`config.mk`:
```
export PLATFORM = sky130hd
export DESIGN_NAME = regbank_ctx_seq
export DESIGN_NICKNAME = d
export VERILOG_FILES = /design/src/rtl/regbank_ctx_seq.sv
export SDC_FILE = /design/constraint.sdc
export NUM_CORES = 1
export LEC_CHECK = 0
export CORE_ASPECT_RATIO = 1.2
export CORE_MARGIN = 3
export CORE_UTILIZATION = 48
export CTS_BUF_LIST = sky130_fd_sc_hd__clkbuf_4 sky130_fd_sc_hd__clkbuf_8
export DETAILED_ROUTE_END_ITERATION = 16
export GPL_TIMING_DRIVEN = 0
export PLACE_DENSITY = 0.8
export SYNTH_ARGS = -nofsm -noshare
export SYNTH_HDL_FRONTEND = slang
export SYNTH_SLANG_ARGS = --single-unit
```
`constraint.sdc`:
```
create_clock -name CLK -period 4.75 [get_ports CLK]
set_input_delay 0.7125 -clock CLK [delete_from_list [all_inputs] [get_ports CLK]]
set_output_delay 0.7125 -clock CLK [all_outputs]
set_load 0.1 [all_outputs]
```
`src/rtl/regbank_ctx_seq.sv`:
```
// -----------------------------------------------------------------------------
// regbank_ctx_seq
//
// Context-switch register sequencer. On a Start request it walks the general
// registers FIRST_REG..LAST_REG and either copies them from the register bank
// to process storage (save, Dir=0) or from process storage back into the bank
// (restore, Dir=1). While Busy is high this block owns the bank's read index,
// write index, write data and write strobe; the CPU control unit stalls the
// pipeline on Busy.
//
// Handshake with storage: a request (MemWrite or MemRead) is held, together
// with a stable MemAddr (and MemWData for writes), until the cycle in which
// MemReady is sampled high on a rising CLK edge. That edge completes the
// request. MemReady may already be high in the first request cycle. MemReady
// seen in any other state is ignored.
//
// Ports:
//   CLK       in   system clock, all state changes on the rising edge
//   Reset     in   asynchronous, active-low reset
//   Start     in   one-cycle request, sampled only in IDLE
//   Dir       in   0 = save (bank -> storage), 1 = restore (storage -> bank)
//   BaseAddr  in   storage word address of the FIRST_REG slot
//   Abort     in   terminates the current transfer (ignored in IDLE and FIN)
//   RegSel    out  bank read index (RegLeit1)
//   RegData   in   bank read data, valid one CLK after RegSel is stable
//   RegWIdx   out  bank write index (RegEscrita)
//   RegWData  out  bank write data (DadoEscrita)
//   RegWrite  out  bank write strobe, one cycle per restored register
//   MemAddr   out  storage word address = BaseAddr + (idx - FIRST_REG), wraps
//   MemWData  out  storage write data
//   MemWrite  out  storage write request, held until MemReady
//   MemRead   out  storage read request, held until MemReady
//   MemRData  in   storage read data, valid with MemReady
//   MemReady  in   storage completion for the current request
//   Busy      out  high in every state except IDLE
//   Done      out  one-cycle pulse (the FIN state) on normal completion
//   Err       out  one-cycle pulse, in the first IDLE cycle after an Abort
//   DbgState  out  current FSM state encoding, for observation only
// -----------------------------------------------------------------------------
module regbank_ctx_seq #(
    parameter int FIRST_REG = 1,
    parameter int LAST_REG  = 31,
    parameter int ADDR_W    = 32
) (
    input  logic              CLK,
    input  logic              Reset,
    input  logic              Start,
    input  logic              Dir,
    input  logic [ADDR_W-1:0] BaseAddr,
    input  logic              Abort,
    output logic [4:0]        RegSel,
    input  logic [31:0]       RegData,
    output logic [4:0]        RegWIdx,
    output logic [31:0]       RegWData,
    output logic              RegWrite,
    output logic [ADDR_W-1:0] MemAddr,
    output logic [31:0]       MemWData,
    output logic              MemWrite,
    output logic              MemRead,
    input  logic [31:0]       MemRData,
    input  logic              MemReady,
    output logic              Busy,
    output logic              Done,
    output logic              Err,
    output logic [2:0]        DbgState
);

    // State encoding, kept as plain constants so the value on DbgState can be
    // decoded directly by anyone watching the bus.
    localparam logic [2:0] IDLE   = 3'd0;
    localparam logic [2:0] S_SEL  = 3'd1;
    localparam logic [2:0] S_WAIT = 3'd2;
    localparam logic [2:0] S_MEM  = 3'd3;
    localparam logic [2:0] R_MEM  = 3'd4;
    localparam logic [2:0] R_WR   = 3'd5;
    localparam logic [2:0] FIN    = 3'd6;

    localparam logic [4:0] FIRST_IDX = 5'(FIRST_REG);
    localparam logic [4:0] LAST_IDX  = 5'(LAST_REG);

    logic [2:0]        state;
    logic [2:0]        stateNext;
    logic [4:0]        idx;
    logic [4:0]        idxNext;
    logic [ADDR_W-1:0] baseQ;
    logic [31:0]       memWDataQ;
    logic [31:0]       regWDataQ;
    logic [4:0]        regWIdxQ;
    logic              errQ;
    logic              abortHit;
    logic              lastReg;
    logic [ADDR_W-1:0] slotOffset;

    // Abort only counts while a transfer is actually running. FIN is the
    // completion cycle itself, so an Abort there is too late and is dropped.
    assign abortHit = Abort && (state != IDLE) && (state != FIN);
    assign lastReg  = (idx == LAST_IDX);

    // idx never drops below FIRST_IDX, so the 5-bit difference is the slot
    // number; the add below is modulo 2^ADDR_W and wraps without complaint.
    assign slotOffset = ADDR_W'(idx - FIRST_IDX);

    // -------------------------------------------------------------------------
    // Next-state logic. The direction chosen at Start is carried by which
    // branch of the FSM is entered, so no separate direction flop is kept.
    // -------------------------------------------------------------------------
    always_comb begin
        stateNext = state;
        idxNext   = idx;
        case (state)
            IDLE: begin
                if (Start) begin
                    idxNext   = FIRST_IDX;
                    stateNext = Dir ? R_MEM : S_SEL;
                end
            end
            S_SEL: begin
                stateNext = S_WAIT;
            end
            S_WAIT: begin
                stateNext = S_MEM;
            end
            S_MEM: begin
                if (MemReady) begin
                    if (lastReg) begin
                        stateNext = FIN;
                    end else begin
                        idxNext   = idx + 5'd1;
                        stateNext = S_SEL;
                    end
                end
            end
            R_MEM: begin
                if (MemReady) begin
                    stateNext = R_WR;
                end
            end
            R_WR: begin
                if (lastReg) begin
                    stateNext = FIN;
                end else begin
                    idxNext   = idx + 5'd1;
                    stateNext = R_MEM;
                end
            end
            FIN: begin
                stateNext = IDLE;
            end
            default: begin
                stateNext = IDLE;
            end
        endcase

        // Abort overrides any advance, including one triggered by a MemReady
        // arriving in the same cycle.
        if (abortHit) begin
            stateNext = IDLE;
            idxNext   = FIRST_IDX;
        end
    end

    // -------------------------------------------------------------------------
    // State and datapath registers.
    // -------------------------------------------------------------------------
    always_ff @(posedge CLK or negedge Reset) begin
        if (!Reset) begin
            state     <= IDLE;
            idx       <= FIRST_IDX;
            baseQ     <= '0;
            memWDataQ <= '0;
            regWDataQ <= '0;
            regWIdxQ  <= '0;
            errQ      <= 1'b0;
        end else begin
            state <= stateNext;
            idx   <= idxNext;
            errQ  <= abortHit;

            if ((state == IDLE) && Start) begin
                baseQ <= BaseAddr;
            end

            // RegSel has been stable since S_SEL, so RegData is valid by the
            // end of S_WAIT.
            if ((state == S_WAIT) && !abortHit) begin
                memWDataQ <= RegData;
            end

            // A read completion that coincides with Abort is discarded.
            if ((state == R_MEM) && MemReady && !abortHit) begin
                regWDataQ <= MemRData;
                regWIdxQ  <= idx;
            end
        end
    end

    // -------------------------------------------------------------------------
    // Outputs. Everything is gated by state so that an asynchronous reset,
    // which forces state to IDLE, drops every strobe and address at once.
    // -------------------------------------------------------------------------
    assign RegSel   = ((state == S_SEL) || (state == S_WAIT)) ? idx : 5'd0;
    assign MemAddr  = ((state == S_MEM) || (state == R_MEM)) ? (baseQ + slotOffset) : '0;
    assign MemWData = memWDataQ;
    assign MemWrite = (state == S_MEM);
    assign MemRead  = (state == R_MEM);
    assign RegWIdx  = regWIdxQ;
    assign RegWData = regWDataQ;
    // Abort in R_WR cancels the write of that register as well.
    assign RegWrite = (state == R_WR) && !Abort;
    assign Busy     = (state != IDLE);
    assign Done     = (state == FIN);
    assign Err      = errQ;
    assign DbgState = state;

    // -------------------------------------------------------------------------
    // Simulation-only sanity checks: r0 is hard-wired and must never be
    // targeted, and the range parameters must describe a non-empty range.
    // -------------------------------------------------------------------------
    always @(posedge CLK) begin
        if (Reset) begin
            assert (FIRST_REG != 0)
                else $error("regbank_ctx_seq: FIRST_REG must not be 0");
            assert ((FIRST_REG <= LAST_REG) && (LAST_REG <= 31))
                else $error("regbank_ctx_seq: bad register range");
            assert (!(RegWrite && (RegWIdx == 5'd0)))
                else $error("regbank_ctx_seq: write to r0");
        end
    end

endmodule
```
# Word level (Yosys, flattened, before mapping)
# Index checks and enable logic that the tools add are counted.
# classes
muxes	15
eq_ne	11
add_sub_neg	3
n_reduce_logical	16
# ops
operator	n
$add A32 B32 Y32	1
$mux W32	1
$mux W5	5
$mux W3	6
$pmux W3 S6	1
$pmux W5 S3	1
$eq A3 B3 Y1 const B	3
$logic_and A1 B1 Y1	7
$eq A3 B2 Y1 const B	2
$ne A3 B1 Y1 const B	2
$ne A3 B3 Y1 const B	2
$reduce_and A3 Y1	2
$sub A5 B1 Y6 const B	1
$add A5 B1 Y5 const B	1
$eq A5 B5 Y1 const B	1
$reduce_bool A4 Y1	1
$eq A3 B1 Y1 const B	1
$logic_not A3 Y1	1
$reduce_bool A3 Y1	1
$logic_not A1 Y1	2
$logic_or A1 B1 Y1	2
$mux W2	1
# word_totals
register_bits	110
output_inout_bits	115

# Logic depth before layout (Yosys ltp)
# depth
depth_word	5
mapped_depth	11
depth_no_buf	11

# Worst setup path before layout
# Ideal clock, no wire load.
# synth_timing
path_type	flip-flop to output port
from	register idx[2]
to	output MemAddr[28]
arrival_ns	6.161
t_required_ns	4.038
setup_slack_ns	-2.124
path_stages_with_launch	12
cell_sequence	dfrtp_1 > clkbuf_1 > or3_1 > nor3_2 > ha_1 > buf_2 > a211oi_2 > o211ai_1 > nand4_1 > nand3_1 > and3_1 > nor4_1
# synth_via
elab_chain_cells	3
# synth_rtl
item	line_no	source
start: declaration	83	logic [4:0] idx;
start signal: assignment	176	idx <= idxNext;
$sub A5 B1 Y6	101	assign slotOffset = ADDR_W'(idx - FIRST_IDX);
$add A32 B32 Y32	202	assign MemAddr = ((state == S_MEM) || (state == R_MEM)) ? (baseQ + slotOffset) : '0;
$mux W32	202	
end: declaration	56	output logic [ADDR_W-1:0] MemAddr,
# Every way passes these cells.

# Final worst setup path
# layout_timing
from	register idx[2]
to	output MemAddr[26]
# The elaborated chain is that of the path after synthesis.

==> reports/metrics.csv <==
metric,value,unit
Fin. Hold Viols,0,
final count of negative-setup-slack endpoints,0,
Site Rows,46,
first-pass GRT wire length,32.15,mm
CP startpoint kind,flip-flop,
Layout Area Growth over Synthesis,44.09,%
Post-Syn Instances,625,
Pre-antenna DRT Iters,4,
Setup crit end kind,output pin,
final worst-path cycle share,97.00,%
WL/cell,19.66,µm
largest net degree at the start of global routing,58,
Antenna Cells,0,
Worst-path clk slew,0.11,ns
Syn Nets,763,
Crit Path Category,flip-flop to output pin,
WP data arrival,3.89,ns
Worst Tran Pin Value,1.078,ns
post-route setup TNS,0,ns
worst min-delay path class,primary input to async pin,
IO Port Bufs,215,
max frequency,0.2170,GHz
Yosys reg bits,110,
Root Driver,clkbuf_8,
HPWL after DPL,15.79,mm
GR Layer Usage met3,9.054,%
layout cells sized above 1,27.76,%
Yosys warning total,0,
Die Ht,134.8,µm
Placed Area,0.009224,mm²
routability cong.,0.9191,
FILL cells,976,
clock sink count,110,
Num CTS Buffers,9,
Clock Skews,0.008795,ns
via count,5899,
cts hold-fix bufs,0,
Crit path required time,4.04,ns
Slew headroom,27.91,%
Post-synth ARST share,100.0,%
die width,113.4,µm
post-synth cell types,67,
routed vias/inst,5.733,
nets,994,
H-tree levels,3,
met2 Use GR,48.35,%
met1 usage,29.17,%
"antenna viol nets, final",0,
max_cap viols,0,
global route overflow,0,
max-slew violations,0,
initial cell density of the core,49.73,%
vias in the first global route,6223,
initial antenna violation count,0,
DRC violations left,0,
Max clock buf depth,2,
Avg Synthesized Cell Area,10.62,µm²
Post-synth EDFFs,0,
# IOs,217,
Worst-Skew Late Latency,0.39,ns
First DRT Iteration DRCs,281,
main flop type after synthesis,dfrtp_1,
Finished Cell Area,0.009568,mm²
status,finished clean,
CTS tree,yes,
mapped cell area,0.006640,mm²
Tmin final,4.607,ns
post-synthesis sequential area ratio,41.47,%
Core ar.,0.01335,mm²
RSZ-0062 raised after global routing,false,
Total GRT Usage,26.71,%
Hold WS,0.3428,ns
final wirelength,20.23,mm
multi-input logic area,0.003999,mm²
worst-path maximum fanout,13,
Seq. cell area,0.002755,mm²
R2R depth,8,
busiest grt layer,met2,
die area,0.01529,mm²
## path summary, 6_finish.rpt
path | from | endpoint | slack, ns
min in group CLK | MemWData[10] | MemWData[10] | 0.51
max reg2reg | idx[3] | idx[3] | 2.52
max in group asynchronous | Reset | idx[0] | 3.62
min | Reset | baseQ[14] | 0.34
min reg2reg | MemWData[10] | MemWData[10] | 0.51
max | idx[2] | MemAddr[26] | 0.14
## cell type report
| class | instances | area share, % |
|---|---|---|
| tap | 168 | 2.197 |
| clock inverter | 7 | 0.6015 |
| multi-input combinational | 468 | 41.79 |
| buffer | 31 | 1.648 |
| inverter | 14 | 0.5492 |
| sequential | 110 | 28.80 |
| clock buffer | 9 | 1.295 |
| timing repair buffer | 222 | 23.12 |
## per-stage QoR
step / worst slack, ns / utilization [%] / std cells
floorplan: -0.1949 / - / 625
global placement: -1.232 / 68.89 / 1008
detailed placement: -1.303 / 69.08 / 1009
CTS: 0.004522 / 71.03 / 1032
global route: 0.002984 / 71.65 / 1029
finish: 0.1427 / 71.65 / 1029
## cells by family after synthesis
| group | share of synthesized area [%] |
|---|---|
| AND/OR/NAND/NOR | 14.09 |
| AO/OA/AOI/OAI | 13.85 |
| flip-flops | 41.47 |
| multiplexers | 17.71 |
| buffers and inverters | 3.316 |
| adder cells (fa/ha/maj) | 7.047 |
| XOR/XNOR | 2.506 |
## critical path, stage by stage, from the launching register on
cell and delay (ns):
dfrtp_2 0.48, or3_4 0.46, nor3_4 0.22, buf_12 0.17, ha_1 0.23, clkbuf_2 0.17, a21o_2 0.27, a31o_4 0.23
a21oi_2 0.21, o221ai_2 0.23, a41oi_2 0.33, mux2i_4 0.29, buf_8 0.22
## Yosys cell counts (4+ instances only)
library cell | number | area share [%]
dfrtp_1 | 109 | 41
mux2_2 | 100 | 17
nor2_1 | 38 | 2.1
nand2_1 | 37 | 2.1
a21oi_1 | 36 | 2.7
ha_1 | 35 | 6.6
nor3_1 | 21 | 1.6
o21ai_0 | 21 | 1.6
buf_2 | 17 | 1.3
a21o_1 | 16 | 1.8
clkbuf_1 | 14 | 0.79
inv_1 | 14 | 0.79
nand3_1 | 13 | 0.98
and2_1 | 11 | 1.0
xnor2_1 | 11 | 1.5
nand4_1 | 9 | 0.85
a211oi_1 | 8 | 0.90
xor2_1 | 8 | 1.1
and3_1 | 7 | 0.66
o21a_1 | 7 | 0.79
nand2b_1 | 6 | 0.57
nor2b_1 | 6 | 0.57
mux2i_1 | 5 | 0.75
nor4_1 | 5 | 0.47
o21bai_1 | 5 | 0.57
a31oi_1 | 4 | 0.38
nand3b_1 | 4 | 0.45
o211ai_1 | 4 | 0.45
## registers in the layout, summed over array words and instances (netlist names)
name,flops
MemWData,32
Err,1
RegWData,32
baseQ,32
DbgState,3
idx,5
RegWIdx,5
## repair_timing
action,4_1_cts,5_1_grt
resized for setup,120,49
buffers inserted,6,0
gates cloned,1,0
endpoints found under the hold margin,0,0
endpoints found under the setup margin,30,27
pin swaps,3,3
## layer usage
layer  up-vias  routed length (µm)
met5         -                   0
met4         0                 469
met3        32                1763
met2       256               10660
met1      2883                7334
li1       2728                   -
## cell usage in the layout, fill, tap and decap left out, types with 8 or more instances in the layout
cell and n:
buf_2 21, mux2_2 100, nand3_1 13, buf_4 10, a21oi_1 32, dfrtp_1 108
o21ai_0 21, ha_1 34, clkbuf_8 10, nor3_1 14, xnor2_1 11, clkbuf_1 10
nand2_1 36, nand4_1 9, nor3_4 8, clkdlybuf4s50_1 187, and2_1 11, inv_1 14
nor2_1 28, a21o_1 16, xor2_1 8, nor2_2 10
Power is not shown: default switching activity piles up to over one toggle a cycle in this logic, so the estimate is an artifact.
